$ cat src/rtl/keyword_scan_arbiter_pkg.sv
// Shared constants and types for the "BOMB" keyword scanner.
// Holds the ASCII keyword letters and the 2-bit match-state encoding.
package keyword_scan_arbiter_pkg;

    localparam logic [7:0] KW_B = 8'h42;
    localparam logic [7:0] KW_O = 8'h4F;
    localparam logic [7:0] KW_M = 8'h4D;

    typedef enum logic [1:0] {
        IDLE  = 2'd0,
        S_B   = 2'd1,
        S_BO  = 2'd2,
        S_BOM = 2'd3
    } matchState_t;

endpackage

$ cat src/rtl/keyword_scan_arbiter_if.sv
// Byte-stream request bundle and alert/counter outputs of the shared keyword scanner.
// The master side is the text sources plus reporting logic; the slave side is the scanner.
interface keyword_scan_arbiter_if
    import keyword_scan_arbiter_pkg::*;
#(
    parameter int NCH   = 4,
    parameter int CNT_W = 8
);
    localparam int CW = $clog2(NCH);

    logic                   en;
    logic [NCH-1:0]         reqValid;
    logic [8*NCH-1:0]       reqData;
    logic [NCH-1:0]         reqReady;
    logic [NCH-1:0]         chanClr;
    logic                   alertValid;
    logic [CW-1:0]          alertChan;
    logic [NCH*CNT_W-1:0]   hitCnt;

    modport master (
        output en, reqValid, reqData, chanClr,
        input  reqReady, alertValid, alertChan, hitCnt
    );

    modport slave (
        input  en, reqValid, reqData, chanClr,
        output reqReady, alertValid, alertChan, hitCnt
    );

endinterface

$ cat src/rtl/keyword_scan_arbiter_kw_step.sv
// One step of the "BOMB" matcher: (state, byte) -> (next state, hit).
// Purely combinational so it can be shared by whichever channel is granted.
module kw_step
    import keyword_scan_arbiter_pkg::*;
(
    input  matchState_t state_i,
    input  logic [7:0]  byte_i,
    output matchState_t nextState_o,
    output logic        hit_o
);

    // A 'B' always restarts the keyword, so overlapping matches like "BOMBOMB" hit twice
    always_comb begin
        nextState_o = IDLE;
        hit_o       = 1'b0;
        if (byte_i == KW_B) begin
            nextState_o = S_B;
            hit_o       = (state_i == S_BOM);
        end else if (state_i == S_B && byte_i == KW_O) begin
            nextState_o = S_BO;
        end else if (state_i == S_BO && byte_i == KW_M) begin
            nextState_o = S_BOM;
        end
    end

endmodule

$ cat src/rtl/keyword_scan_arbiter.sv
// Round-robin arbiter sharing one "BOMB" matcher across NCH byte streams,
// with per-channel saved match context, tagged alerts and saturating hit counters.
module keyword_scan_arbiter
    import keyword_scan_arbiter_pkg::*;
#(
    parameter int NCH   = 4,
    parameter int CNT_W = 8
) (
    input logic                   clk_i,
    input logic                   rst_ni,
    keyword_scan_arbiter_if.slave bus
);

    localparam int CW = $clog2(NCH);

    logic [NCH-1:0]   eligible;
    logic [NCH-1:0]   grant;
    logic             grantAny;
    logic [CW-1:0]    grantIdx;
    logic [CW-1:0]    cand;
    logic [CW-1:0]    ptr_q, ptr_d;

    matchState_t      matchState_q [NCH];
    logic [CNT_W-1:0] hitCnt_q [NCH];

    matchState_t      selState;
    matchState_t      stepNext;
    logic [7:0]       selByte;
    logic             stepHit;

    logic             alertValid_q, alertValid_d;
    logic [CW-1:0]    alertChan_q, alertChan_d;

    // Search starts just after the last granted channel; a channel being cleared is skipped
    always_comb begin
        eligible = bus.reqValid & ~bus.chanClr & {NCH{bus.en}};
        grantAny = 1'b0;
        grantIdx = '0;
        cand     = '0;
        for (int k = 1; k <= NCH; k++) begin
            cand = CW'((int'(ptr_q) + k) % NCH);
            if (!grantAny && eligible[cand]) begin
                grantAny = 1'b1;
                grantIdx = cand;
            end
        end
        grant = grantAny ? (NCH'(1) << grantIdx) : '0;
        ptr_d = grantAny ? grantIdx : ptr_q;
    end

    always_comb begin
        selState = IDLE;
        selByte  = '0;
        for (int i = 0; i < NCH; i++) begin
            if (grantIdx == CW'(i)) begin
                selState = matchState_q[i];
                selByte  = bus.reqData[8*i +: 8];
            end
        end
    end

    kw_step uStep (
        .state_i     (selState),
        .byte_i      (selByte),
        .nextState_o (stepNext),
        .hit_o       (stepHit)
    );

    always_comb begin
        alertValid_d = grantAny & stepHit;
        alertChan_d  = (grantAny && stepHit) ? grantIdx : alertChan_q;
    end

    // Pointer resets to the last channel so channel 0 wins the first arbitration
    always_ff @(posedge clk_i or negedge rst_ni) begin
        if (!rst_ni) begin
            ptr_q        <= CW'(NCH - 1);
            alertValid_q <= 1'b0;
            alertChan_q  <= '0;
            for (int i = 0; i < NCH; i++) begin
                matchState_q[i] <= IDLE;
                hitCnt_q[i]     <= '0;
            end
        end else begin
            ptr_q        <= ptr_d;
            alertValid_q <= alertValid_d;
            alertChan_q  <= alertChan_d;
            for (int i = 0; i < NCH; i++) begin
                if (bus.chanClr[i]) begin
                    matchState_q[i] <= IDLE;
                    hitCnt_q[i]     <= '0;
                end else if (grantAny && grantIdx == CW'(i)) begin
                    matchState_q[i] <= stepNext;
                    if (stepHit && hitCnt_q[i] != {CNT_W{1'b1}}) begin
                        hitCnt_q[i] <= hitCnt_q[i] + 1'b1;
                    end
                end
            end
        end
    end

    always_comb begin
        bus.hitCnt = '0;
        for (int i = 0; i < NCH; i++) begin
            bus.hitCnt[i*CNT_W +: CNT_W] = hitCnt_q[i];
        end
    end

    assign bus.reqReady   = grant;
    assign bus.alertValid = alertValid_q;
    assign bus.alertChan  = alertChan_q;

endmodule
$ cat src/flat_wrapper.sv
// flat-port wrapper written by rule: the top's interface ports become plain ports
module keyword_scan_arbiter_flat import keyword_scan_arbiter_pkg::*;
#(
    parameter int NCH   = 4,
    parameter int CNT_W = 8
)
  (clk_i, rst_ni, bus_en, bus_reqValid, bus_reqData, bus_chanClr, bus_reqReady, bus_alertValid, bus_alertChan, bus_hitCnt);
  keyword_scan_arbiter_if #(.NCH(NCH), .CNT_W(CNT_W)) bus_i ();
  input logic clk_i;
  input logic rst_ni;
  input wire logic [$bits(bus_i.en)-1:0] bus_en;
  input wire logic [$bits(bus_i.reqValid)-1:0] bus_reqValid;
  input wire logic [$bits(bus_i.reqData)-1:0] bus_reqData;
  input wire logic [$bits(bus_i.chanClr)-1:0] bus_chanClr;
  output wire logic [$bits(bus_i.reqReady)-1:0] bus_reqReady;
  output wire logic [$bits(bus_i.alertValid)-1:0] bus_alertValid;
  output wire logic [$bits(bus_i.alertChan)-1:0] bus_alertChan;
  output wire logic [$bits(bus_i.hitCnt)-1:0] bus_hitCnt;
  assign bus_i.en = bus_en;
  assign bus_i.reqValid = bus_reqValid;
  assign bus_i.reqData = bus_reqData;
  assign bus_i.chanClr = bus_chanClr;
  assign bus_reqReady = bus_i.reqReady;
  assign bus_alertValid = bus_i.alertValid;
  assign bus_alertChan = bus_i.alertChan;
  assign bus_hitCnt = bus_i.hitCnt;
  keyword_scan_arbiter #(.NCH(NCH), .CNT_W(CNT_W)) u_core (.clk_i(clk_i), .rst_ni(rst_ni), .bus(bus_i));
endmodule
$ cat config.mk
export PLATFORM = sky130hd
export DESIGN_NAME = keyword_scan_arbiter_flat
export DESIGN_NICKNAME = d
export VERILOG_FILES = /design/src/rtl/keyword_scan_arbiter_pkg.sv /design/src/rtl/keyword_scan_arbiter_if.sv /design/src/rtl/keyword_scan_arbiter_kw_step.sv /design/src/rtl/keyword_scan_arbiter.sv /design/src/flat_wrapper.sv
export SDC_FILE = /design/constraint.sdc
export NUM_CORES = 1
export LEC_CHECK = 0
export CORE_MARGIN = 5
export CORE_UTILIZATION = 51
export CTS_CLUSTER_SIZE = 16
export DETAILED_ROUTE_END_ITERATION = 12
export DONT_BUFFER_PORTS = 1
export PLACE_DENSITY = 0.65
export RECOVER_POWER = 25
export SYNTH_ARGS = -nofsm -noshare
export SYNTH_HDL_FRONTEND = slang
export SYNTH_SLANG_ARGS = --single-unit
$ cat constraint.sdc
create_clock -name clk_i -period 5 [get_ports clk_i]
set_input_delay 1.25 -clock clk_i [delete_from_list [all_inputs] [get_ports clk_i]]
set_output_delay 1.25 -clock clk_i [all_outputs]
set_load 0.005 [all_outputs]
* Word-level counts from Yosys, hierarchy flattened
Index checks and enable logic that the tools add are counted. Widths: inputs -> output; s select.
Word-level totals: register bits after elaboration 45, input bits 43, output and inout port bits 39, word-level logic and storage cells 120
Cells by class: $add $sub $neg 8, $lt $le $gt $ge 4, eq/ne operators 13, shift operators 1, mux-type cells 49, bitwise operators 4, reduce and logical (&&, ||, !) cells 30
Operators with widths (number):
- $mux 8 | 16
- $mux 2 | 19
- $add 8x1->8 const B | 4
- $ne 8x8->1 const B | 4
- $eq 8x7->1 const B | 3
- $reduce_bool 2->1 | 8
- $logic_and 1x1->1 | 14
- $lt 2x3->1 const B | 4
- $mux 1 | 9
- $and 4x4->4 | 2
- $bmux 1 s2 | 4
- $eq 2x2->1 const B | 4
- $reduce_and 2->1 | 4
- $add 2x1->2 const B | 2
- $add 2x2->2 const B | 2
- $eq 2x1->1 const B | 2
- $mux 4 | 1
- $not 4->4 | 1
- $shl 1x2->4 const A | 1
- $logic_not 1->1 | 3
- $logic_not 2->1 | 1
- $and 1x1->1 | 1

* Longest topological paths before layout
word-level depth 27, depth in mapped cells 10, depth with buffers taken out 7

* Modules after synthesis
Synthesis repeated with hierarchy kept, for this count alone.
Unflattened totals: cell total of the unflattened synthesis 335, area, all modules 2871.5 µm²
By module, submodules not included:
- keyword_scan_arbiter | times used 1, cells an instance 324, area an instance 2788.9 µm², seq. area each 1128.6 µm²
- kw_step | times used 1, cells an instance 11, area an instance 82.6 µm², seq. area each 0.0 µm²

* Worst setup path before layout
No wires, ideal clock.
kind input -> output, start point input port bus_chanClr[3], end point output port bus_reqReady[3], arrival 2515 ps, data required time 3750 ps, path slack 1235 ps, cell stages on the path 5, buffers on the path 0, cell sequence nand2b_4 > maj3_1 > a21oi_2 > nand2_1 > nor2_1
Between the ends: longest elaborated chain between the ends 17, elaborated cells on any way between the ends 27, classes of those cells shift: 1; mux: 17; bitwise: 3; reduce/logical: 6
RTL lines:
- from (decl) | line flat_wrapper.sv:14 | input wire logic [$bits(bus_i.chanClr)-1:0] bus_chanClr;
- $not 4->4 (*) | line keyword_scan_arbiter.sv:36 | eligible = bus.reqValid & ~bus.chanClr & {NCH{bus.en}};
- $and 4x4->4 (*) (2 in series) | line keyword_scan_arbiter.sv:36
- $bmux 1 s2 | line keyword_scan_arbiter.sv:42 | if (!grantAny && eligible[cand]) begin
- $mux 1 (not written as such) | line keyword_scan_arbiter.sv:42
- $mux 1 | line keyword_scan_arbiter.sv:42
- $logic_not 1->1 | line keyword_scan_arbiter.sv:42
- $logic_and 1x1->1 | line keyword_scan_arbiter.sv:42
- $mux 1 | line keyword_scan_arbiter.sv:42
- $logic_not 1->1 | line keyword_scan_arbiter.sv:42
- $logic_and 1x1->1 | line keyword_scan_arbiter.sv:42
- $mux 1 | line keyword_scan_arbiter.sv:42
- $logic_not 1->1 | line keyword_scan_arbiter.sv:42
- $logic_and 1x1->1 | line keyword_scan_arbiter.sv:42
- $mux 2 | line keyword_scan_arbiter.sv:42
- $shl 1x2->4 | line keyword_scan_arbiter.sv:47 | grant = grantAny ? (NCH'(1) << grantIdx) : '0;
- $mux 4 (*) | line keyword_scan_arbiter.sv:47
- to (decl) | line flat_wrapper.sv:15 | output wire logic [$bits(bus_i.reqReady)-1:0] bus_reqReady;
Mark *: on every way between the ends. The rest lies on a longest branch, timed or not. The select of a mux whose other input is x is not followed.

* Worst setup path after layout
Ends and elaborated chain as after synthesis.

==> impl_results.md <==
* Initial DRC count at approximately 100
* HP Class: register to register
* First-pass GRT wire length at 11.4 mm
* Hpwl dp at ~5.3 mm
* Placed insts at around 370
* Pwr Density at roughly 230 nW/um^2
* Nets@finish at between 300 and 400
* Worst Setup End Kind: output pin
* Crit-path max FO at 12
* Gr ovfl total at 0
* DR vias/cell at ~6.2
* Synth Flop Type: dfrtp_1
* Critical path launch point: bus_chanClr[3]
* Post-Layout Cell Count at 380
* Final Hold Viols at 0
* Root Buffer: clkbuf_8
* Cell taking the most area after synthesis: dfrtp_1
* Routability cong. at between 0.8 and 0.9
* Floorplan die width at between 80 and 90 um
* Max Buffers Root-to-Sink at 2
* Max_cap viols at 0
* Post-CTS Setup Inserts at 0
* Crit Path Category: primary input to output pin
* Cell Rows at 27
* Max-slew violations at 0
* Post-Syn Nets at 355
* Maximum number of pins on one net before global-route repair at 46
* Total track usage at approximately a fifth
* RSZ-0062 raised after global routing: false
* Critical Path Start Type: primary input
* Clock skew at roughly 0.0067 ns
* Worst Path Arrival at between 2 and 3 ns
* Worst-path clk slew at approximately 0.08 ns
* Share of flip-flops with an asynchronous set or reset at 100%
* Setup violators final at 0
* Leakage at 0.00127 uW
* TritonCTS Buffers at 5
* Area of the core at between 5000 and 6000 sq um
* Count leader, synth: dfrtp_1
* Post-CTS Resized at 0
* Tightest Pin Transition at ~0.82 ns
* Hold buffer count at CTS at 0
* DRC Markers at 0
* Starting Density at 52.7%
* Final WL at 7.00 mm
* Vias after detailed routing at between 2k and 2.5k
* Fill count at 489
* Seq/Total Area, Yosys at 38.9%
* Initial antenna violation count at 0
* Area share of the largest cell type after synthesis at a little under two fifths
* Worst R2R Start: u_core.ptr_q[0]
* CP max-delay cell: a21oi_2
* Die area at ~7300 sq um
* Post-layout util at 55.0%
* Crit path largest cell delay at between 0.4 and 0.5 ns
* Setup slack, reg-to-reg at roughly 2.4 ns
* Clk sinks at 45
* Worst-path cell chain: nand2b_4 -> maj3_1 -> a21oi_2 -> nand2_1 -> nor2_1
* Chip height at 85.4 um
* Clock period minus worst slack at 4.01 ns
* # IOs at just over 80
* Seq cells post-synth at 45
* Last element of the critical path: bus_reqReady[3]
* Post-synth EDFFs at 0
* Drt pass-1 iters at 4
* Yosys cell types at 60
* Total power draw at approximately 700 uW
* Ant. Diodes at 0
* Synth Cell Area at slightly below 3000 sq um
* Average size of a mapped cell at ~9.4 sq um
* Final hold slack at 0.537 ns
* Top post-synthesis cells by area: dfrtp_1 (37%), nor2_1 (4.9%), xnor2_1 (3.9%), xor2_1 (3.3%), nand2_1 (2.8%)
* Worst-Skew Late Latency at ~0.30 ns
* Vias in the first global route at about 2.3k
* Commonest cells in the synthesized netlist: dfrtp_1 (43), nor2_1 (38), nand2_1 (22)
* Run status: completed
* Max frequency at ~250 MHz
* Buffers on Ports at 0
* Share of cells above drive strength 1 at 10.4%
* YS warnings at 0
* Setup total negative slack at 0 ns
* Reg2reg end: u_core.bus.hitCnt[31]
* CP required at 3.75 ns
* Part of the cycle the worst path needs at between 80% and 90%
* Worst rel slew slack at about 45%
* H-tree levels at 2
* R2R cell count at 7
* Area Growth Syn to Fin at 4.44%
* WL/cell at around 18 um
* Cells after synthesis at a little over 300
* Antenna viol nets, final at 0
* CTS tree: done
* VDD IR max at ~0.00022 V
## layer usage
layer / up-vias / share of wire, % / global-route usage (%)
li1: 1120 / - / -
met4: 0 / 1.1 / 5.90
met2: 70 / 48 / 30.6
met1: 1138 / 42 / 24.7
met5: - / 0 / 0
met3: 9 / 8.2 / 6.80
## cells in the final DEF, fill, tap and decap left out, types with 4 or more instances in the layout
| master | synthesis | layout |
|---|---|---|
| and3_1 | 10 | 10 |
| nand2b_1 | 7 | 7 |
| xor2_1 | 11 | 11 |
| mux2i_1 | 8 | 8 |
| a21oi_1 | 9 | 9 |
| nor3_2 | 5 | 5 |
| nor4b_1 | 6 | 6 |
| o21ai_0 | 10 | 10 |
| nand3_1 | 16 | 16 |
| nor2b_1 | 7 | 7 |
| ha_1 | 4 | 4 |
| nand4_1 | 13 | 13 |
| nand2_1 | 22 | 22 |
| xnor2_1 | 13 | 13 |
| nor4_2 | 5 | 5 |
| dfrtp_1 | 43 | 43 |
| inv_1 | 10 | 10 |
| a21o_1 | 4 | 4 |
| clkbuf_8 | 0 | 6 |
| nor2_1 | 38 | 38 |
## layout make-up
| cell class | count | area, sq um | share of cell area, % |
|---|---|---|---|
| Multi-Input combinational cell | 244 | 1680 | 55.3 |
| Sequential cell | 45 | 1130 | 37.3 |
| Clock buffer | 8 | 90.1 | 2.97 |
| Tap cell | 72 | 90.1 | 2.97 |
| Inverter | 10 | 37.5 | 1.24 |
| Timing Repair Buffer | 1 | 7.51 | 0.248 |
## per-stage QoR
stage | area [sq um] | setup WS [ns]
6_report | 3030 | 0.994
5_1_grt | 3030 | 0.880
4_1_cts | 3030 | 0.988
3_5_place_dp | 2940 | 0.983
3_3_place_gp | 2940 | 0.998
2_1_floorplan | 2900 | 1.24
## worst max-delay path: cells and delay by family
family                     cells  cell delay (ns)
AOI/OAI and AO/OA              1             0.42
adders and majority gates      1             0.39
and+or+nand+nor                3             0.70
## power by group
group	leakage (uW)	switching, uW	total (uW)	internal [uW]
clock network	0.0000455	123	236	113
logic	0.000603	51.5	81.3	29.8
registers	0.000621	9.62	383	373
## cell families after synthesis
family	count (synthesis)	synth area share (%)
compound gates	56	14.3
flops	45	38.9
mux	9	3.15
buf+inv	19	3.32
xor+xnor	24	7.25
simple gates	149	30.6
fa+ha+maj	6	2.42
## sequential cells by signal, summed over array words and instances, names as in the netlist
signal	flops
u_core.ptr_q	2
u_core.bus.alertChan	2
u_core.bus.alertValid	1
u_core.matchState_q	8
u_core.bus.hitCnt	32
## worst min-delay path by stage
stage,from,endpoint,slack [ns],cells after the start
5_1_grt,u_core.bus.alertChan[1],u_core.bus.alertChan[1],0.56,1
3_5_place_dp,u_core.bus.alertChan[1],u_core.bus.alertChan[1],0.52,1
6_report,u_core.bus.alertChan[1],u_core.bus.alertChan[1],0.54,1
2_1_floorplan,u_core.bus.alertChan[1],u_core.bus.alertChan[1],0.49,1
3_3_place_gp,u_core.bus.alertChan[1],u_core.bus.alertChan[1],0.51,1
4_1_cts,u_core.bus.alertChan[1],u_core.bus.alertChan[1],0.54,1
(Power assumes the default switching activity.)
